### config.mk
export PLATFORM = sky130hd
export DESIGN_NAME = buffer_arb
export DESIGN_NICKNAME = d
export VERILOG_FILES = /design/src/rtl/buffer_arb.sv
export SDC_FILE = /design/constraint.sdc
export NUM_CORES = 1
export LEC_CHECK = 0
export CORE_ASPECT_RATIO = 1.75
export CORE_MARGIN = 5
export CORE_UTILIZATION = 31
export DETAILED_ROUTE_END_ITERATION = 6
export PLACE_DENSITY = 0.87
export SYNTH_ARGS = -nofsm -noshare
export SYNTH_HDL_FRONTEND = slang
export SYNTH_SLANG_ARGS = --single-unit
### constraint.sdc
create_clock -name clk -period 1.79 [get_ports clk]
set_input_delay 0.4475 -clock clk [delete_from_list [all_inputs] [get_ports clk]]
set_output_delay 0.4475 -clock clk [all_outputs]
set_load 0.01 [all_outputs]
### src/rtl/buffer_arb.sv
// Single-entry registered stage shared by four requesters under round-robin arbitration.
// One-cycle req-to-out latency; reloads in the consume edge for full throughput, holds while out_ready=0.
module buffer_arb #(
  parameter int width = 16
) (
  input  logic             clk,
  input  logic             rst,
  input  logic [3:0]       en,
  input  logic [3:0]       req,
  input  logic [width-1:0] data0,
  input  logic [width-1:0] data1,
  input  logic [width-1:0] data2,
  input  logic [width-1:0] data3,
  output logic [3:0]       gnt,
  output logic [width-1:0] out,
  output logic [1:0]       out_src,
  output logic             out_valid,
  input  logic             out_ready
);

  typedef enum logic {EMPTY, FULL} state_t;

  state_t           state;
  logic [1:0]       last;
  logic [1:0]       win;
  logic [1:0]       idx;
  logic             found;
  logic             load;
  logic [3:0]       elig;
  logic [width-1:0] win_data;

  assign load = (state == EMPTY) || out_ready;
  assign elig = req & en;

  // Search upward from the slot after the previous winner; the 2-bit add wraps mod 4.
  always_comb begin
    found = 1'b0;
    win   = 2'd0;
    idx   = 2'd0;
    for (int k = 1; k <= 4; k++) begin
      idx = last + 2'(k);
      if (!found && elig[idx]) begin
        found = 1'b1;
        win   = idx;
      end
    end
    if (!rst || !load) found = 1'b0;
    gnt = found ? (4'b0001 << win) : 4'b0000;
  end

  always_comb begin
    case (win)
      2'd0:    win_data = data0;
      2'd1:    win_data = data1;
      2'd2:    win_data = data2;
      default: win_data = data3;
    endcase
  end

  always_ff @(posedge clk) begin
    if (!rst) begin
      state     <= EMPTY;
      out_valid <= 1'b0;
      out       <= '0;
      out_src   <= 2'd0;
      last      <= 2'd3;
    end else if (found) begin
      state     <= FULL;
      out_valid <= 1'b1;
      out       <= win_data;
      out_src   <= win;
      last      <= win;
    end else if (state == FULL && out_ready) begin
      // Drained with nothing to reload: payload is left in place.
      state     <= EMPTY;
      out_valid <= 1'b0;
    end
  end

endmodule

Word level (Yosys, flattened, before mapping). Index checks and enable logic that the tools add are counted.

Add/subtract/negate cells: 3. $lt $le $gt $ge: 4. Equal/unequal tests: 2. Shifts and indexed selects: 1. Mux-type cells: 21. Bitwise operators: 2. Reduce and logical (&&, ||, !) cells: 13.

Operators by type and width (count): one-hot mux 16 bit (3 select lines) (1); < comparator 2 x 3 -> 1 bit (second input constant) (4); two-way mux 1 bit (11); binary-select mux 1 bit (select 2 bit) (4); two-way mux 2 bit (4); zero test 1 bit (5); adder 2 bit (second input constant) (2); bitwise AND 4 bit (1); logical AND 1 bit (4); two-way mux 4 bit (1); << shifter 1 x 2 -> 4 bit (first input constant) (1); adder 2 x 1 -> 2 bit (second input constant) (1); == test 2 x 1 -> 1 bit (second input constant) (1); == test 2 bit (second input constant) (1); zero test 2 bit (1); logical OR 1 bit (2); nonzero test 2 bit (1); NOT 1 bit (1).

Flip-flop bits (word level): 21. Input bits: 75. Output and inout port bits: 23.

Longest topological paths before layout.
Depth in word-level cells: 15. Mapped depth: 7.

Worst setup path after synthesis. Ideal clock, no wire load.

Kind: input port to output port. Start: input port req[1]. End: output port gnt[1]. Arrival: 1491 ps. Setup slack: -148 ps. Stages: 6. Cells stage by stage: nand2_2 a311oi_1 nor3b_2 buf_6 nand2b_1 nor2b_1.

Word-level cells in the longest chain between the ends: 15. Elaborated cells on any way between the ends: 26.

Ends and longest elaborated chain: start, declared (RTL line 9) `input logic [3:0] req,`; bitwise AND 4 bit (*) (RTL line 33) `assign elig = req & en;`; binary-select mux 1 bit (select 2 bit) (RTL line 42) `if (!found && elig[idx]) begin`; two-way mux 1 bit (not written as such) (RTL line 42); two-way mux 1 bit (RTL line 42); zero test 1 bit (RTL line 42); logical AND 1 bit (RTL line 42); two-way mux 1 bit (RTL line 42); zero test 1 bit (RTL line 42); logical AND 1 bit (RTL line 42); two-way mux 1 bit (RTL line 42); zero test 1 bit (RTL line 42); logical AND 1 bit (RTL line 42); two-way mux 2 bit / two-way mux 1 bit (equally long branches) (RTL line 42); << shifter 1 x 2 -> 4 bit / two-way mux 1 bit (equally long branches) (RTL line 48, 47); two-way mux 4 bit (*) (RTL line 48) `gnt = found ? (4'b0001 << win) : 4'b0000;`; end, declared (RTL line 14) `output logic [3:0] gnt,`.

Mark *: on every way between the ends. The rest lies on a longest branch, timed or not. The select of a mux whose other input is x is not followed.

Final worst setup path.
Start: register last[1]. End: output port gnt[0].

Word-level cells in the longest chain between the ends: 15. Elaborated cells on any way between the ends: 28.

Ends and longest elaborated chain: start, declared (RTL line 24) `logic [1:0] last;`; start signal, assigned (RTL line 72) `last <= win;`; adder 2 x 1 -> 2 bit (RTL line 41) `idx = last + 2'(k);`; binary-select mux 1 bit (select 2 bit) (RTL line 42); two-way mux 1 bit (not written as such) (RTL line 42); two-way mux 1 bit (RTL line 42); zero test 1 bit (RTL line 42); logical AND 1 bit (RTL line 42); two-way mux 1 bit (RTL line 42); zero test 1 bit (RTL line 42); logical AND 1 bit (RTL line 42); two-way mux 1 bit (RTL line 42); zero test 1 bit (RTL line 42); logical AND 1 bit (RTL line 42); two-way mux 2 bit / two-way mux 1 bit (equally long branches) (RTL line 42); << shifter 1 x 2 -> 4 bit / two-way mux 1 bit (equally long branches) (RTL line 48, 47); two-way mux 4 bit (*) (RTL line 48).

Marks and branches as above.

==> impl_summary.md <==
Outcome
The flow ran to the end, but the final reports show violations. The final reports fail on setup timing.

Global route
The via count of the first global-routing pass is 1596. The overflow left after global routing is 0. The total global-route track usage is 16.95%.

The number of antenna violations at the first check in global routing is 0. The first global-routing pass estimated 7445 microns of wire. Entering global routing, the biggest net connects 21 pins.

Setup path
The type of element launching the critical path is a flip-flop. The cell with the largest stage delay on the worst path is sky130_fd_sc_hd__dfxtp_4. The kind of cell with the highest combined delay along the critical path is buffers and inverters.

The setup check on the worst reg-to-reg path leaves a slack of -180 ps. The critical path crosses 7 cells after its start point. The endpoint of the most critical register-to-register path is out[3]. The biggest cell delay along the critical path is 370 ps. For the worst setup path, the data required time is 1340 ps. Walking the worst path, the cells encountered are buf_4 -> o2111ai_4 -> o311ai_4 -> buf_6 -> buf_12 -> nor2_2 -> buf_2. The worst reg2reg path depth is 8. The critical path class is flip-flop to output port.

The most critical setup path has its startpoint at last[1]. The arrival time at the worst endpoint is 1590 ps. The launch instance of the worst register-to-register path is last[1]. The largest fanout of any net on the critical path is 5. The most critical setup path has its endpoint at gnt[0]. STA classifies the critical path endpoint as an output port. The critical path contains buffers and inverters numbering 4 combined.

Pwr
IR analysis of the VDD net gives a maximum drop of 451.5 uV. The analysis attributes to cell leakage a power of 1.032 nW. In this run the power density over the cells is 664.5 nW/um^2.

Job
The count of maximum capacitance violations is 0.

Timing
The accumulated negative setup slack is -2376 ps. The worst relative slew slack is 76.93%. The final setup slack of the worst path is -251.9 ps. The final count of negative-setup-slack endpoints is 14. Setup repair after global routing could not meet its margin everywhere.

The post-layout minimum cycle time is 2042 ps. The clock tree skew after final layout is 1.902 ps. The final number of hold-violating endpoints was 0. The transition time at the pin with the least slew margin is 346.1 ps. The count of final max-slew check failures came to 0. Of the available clock period, the critical path in the final layout requires 114.1%. The highest attainable clock frequency is 489.7 MHz.

Die
Measured along the x axis, the die boundary spans 59.05 microns. The die covers 5658 sq um. The core region is 4111 sq um.

The total I/O pin count is 98. In this run the core area contains 31 standard-cell rows. The die is 95.83 microns tall. The initial standard-cell utilization of the core is 31.74%.

Placed design
The count of buffers inserted at the top-level ports is 97. The placer congestion estimate is 0.7506. Detailed placement ended at an HPWL of 3834 microns. The cell total after placement is 279.

Clocking
After clock tree synthesis, the flow added hold-fix buffers numbering 0. The clock buffer count from CTS is 3. The CTS tree is done. For this design, the sink count on the clock tree is 21. Clock tree synthesis selected as its root buffer the cell sky130_fd_sc_hd__clkbuf_8. The insertion delay to the later sink of the worst-skew pair is 250 ps. In this run the number of H-tree levels came out at 1. The longest clock path from root to sink contains 2 buffers. The clock-pin transition on the worst setup and hold timing paths is 70 ps.

Hold path
The worst min-delay path category is flip-flop to flip-flop. The count of cells along the worst hold path is 2.

Route
Dividing the detail-routed via count by the number of cells gives 5.164. For this block, the routed nets add up to 4877 microns of wire. In the final routed layout, each cell accounts on average for 16.65 microns. The first-pass iteration count of the detailed router is 3. The first-iteration detailed-routing DRC count is 19.

The DRC violations left is 0. The detail route stage leaves a number of antenna-violating nets equal to 0. The total via count after detailed routing is 1513.

Synthesis
The synthesized design contains 0 enable-type register cells. In this run, synthesis produced a sequential element count of 21. The mapped netlist covers 1305 sq um. The register area share after synthesis is 32.21%. The proportion of synthesized flip-flops having asynchronous set or reset is 0%. The leading cell type by number of instances after synthesis is sky130_fd_sc_hd__mux2i_1. In the post-synthesis netlist, the biggest area contributors are sky130_fd_sc_hd__dfxtp_1 (32%), sky130_fd_sc_hd__mux2i_1 (25%), sky130_fd_sc_hd__o221ai_1 (11%). The post-synth net total is 205. The cell type contributing the most total cell area after synthesis is sky130_fd_sc_hd__dfxtp_1. The synthesis warning total is 0. In the synthesized netlist, the cells that appear most often are sky130_fd_sc_hd__mux2i_1 (32), sky130_fd_sc_hd__dfxtp_1 (21), sky130_fd_sc_hd__nand3_1 (18). For this run, the leading register cell type out of synthesis is sky130_fd_sc_hd__dfxtp_1. The synthesized instance count is 130. The number of distinct library cells after synthesis is 28. The share of the synthesized area in the top cell type is 32.21%.

The mean post-synth cell area is 10.04 sq um.

Layout
After the last flow step, the layout net total stands at 320. The count of cells in the finished layout, fillers not included, comes to 293. In the final layout, flip-flops and latches occupy 425.4 sq um. The post-route netlist has 24.59% of its cells at a drive strength greater than 1. The number of antenna diodes in the final layout is 0. From synthesis to final layout, the design area changed by 97.22%. The count of fill cells added during filler insertion is 354. The multi-input combinational cell area is 890.9 sq um.
## cells by family (layout without fill, tap and decap cells)
group	count (synthesis)	after routing	share of synthesized area, %
and+or+nand+nor	38	38	16.20
AOI/OAI and AO/OA	28	28	19.46
buffers and inverters	11	125	7.574
muxes	32	32	24.54
DFF	21	21	32.21
## routing by layer
metal	part of all wire, %	vias up	wire length [microns]	track usage (%)
li1	-	733	-	-
met3	5.3	4	257	2.953
met4	1.2	0	59	4.537
met2	61	44	2951	34.23
met1	33	732	1609	16.88
met5	0	-	0	0
## worst min path at each step
stage | endpoint | slack [ps] | start
global route | out_src[1] | 480 | out_src[1]
floorplan | out_src[1] | 480 | out_src[1]
finish | out_src[1] | 460 | out_src[1]
global placement | out_src[1] | 440 | out_src[1]
detailed placement | out_src[1] | 460 | out_src[1]
CTS | out_src[1] | 470 | out_src[1]
## power breakdown
group / switching, mW / internal (mW) / leakage [nW] / total, mW
clock network: 0.148 / 0.158 / 0.0228 / 0.306
logic: 0.319 / 0.495 / 0.836 / 0.814
registers: 0.0456 / 0.544 / 0.174 / 0.590
total: 0.513 / 1.20 / 1.03 / 1.71
## area by class of cell
cell class	instances	area share, %
tap	49	2.382
timing repair buffer	120	44.58
inverter	1	0.1458
multi-input combinational	98	34.61
sequential	21	16.53
clock buffer	4	1.750
## through the flow
stage / hold WS [ps] / utilization [%] / worst slack, ps / total power, mW / area (sq um)
after global placement: 441.4 / 58.67 / -1009 / 1.334 / 2412
final: 464.1 / 62.60 / -251.9 / 1.710 / 2574
after CTS: 467.3 / 62.45 / -250.3 / 1.720 / 2567
after floorplan: 478.4 / - / -55.76 / 0.9531 / 1346
after detailed placement: 456.2 / 58.67 / -1018 / 1.350 / 2412
after global routing: 484.6 / 62.60 / -331.9 / 1.811 / 2574
## worst register-to-register path, stage by stage, from the launching register on
cell and delay [ps]:
sky130_fd_sc_hd__dfxtp_4 370, sky130_fd_sc_hd__and3_4 170, sky130_fd_sc_hd__o21ai_2 110, sky130_fd_sc_hd__nor3b_4 230
sky130_fd_sc_hd__buf_6 130, sky130_fd_sc_hd__buf_6 90, sky130_fd_sc_hd__buf_4 320, sky130_fd_sc_hd__mux2i_1 280
sky130_fd_sc_hd__o221ai_1 140
## cells in the final DEF, fill, tap and decap left out, drive strengths merged, types with 3 or more instances in the layout
cell	n
clkdlybuf4s50	84
mux2i	32
buf	32
dfxtp	21
nand3	18
o221ai	16
nand2	9
clkbuf	4
and3	3
nand2b	3
clkdlybuf4s15	3
## registers in the layout (all words and copies together), names as in the netlist
name / cells
out_src: 2
out: 16
last: 2
state: 1
## what timing repair did
item / 4_1_cts / 5_1_grt
gates resized for setup: 61 / 2
hold endpoints to repair: 0 / 0
setup buffers: 11 / 0
cloned: 0 / 0
pin swaps: 11 / 2
endpoints found under the setup margin: 23 / 14
No activity file was read; power rests on OpenSTA's default activity.
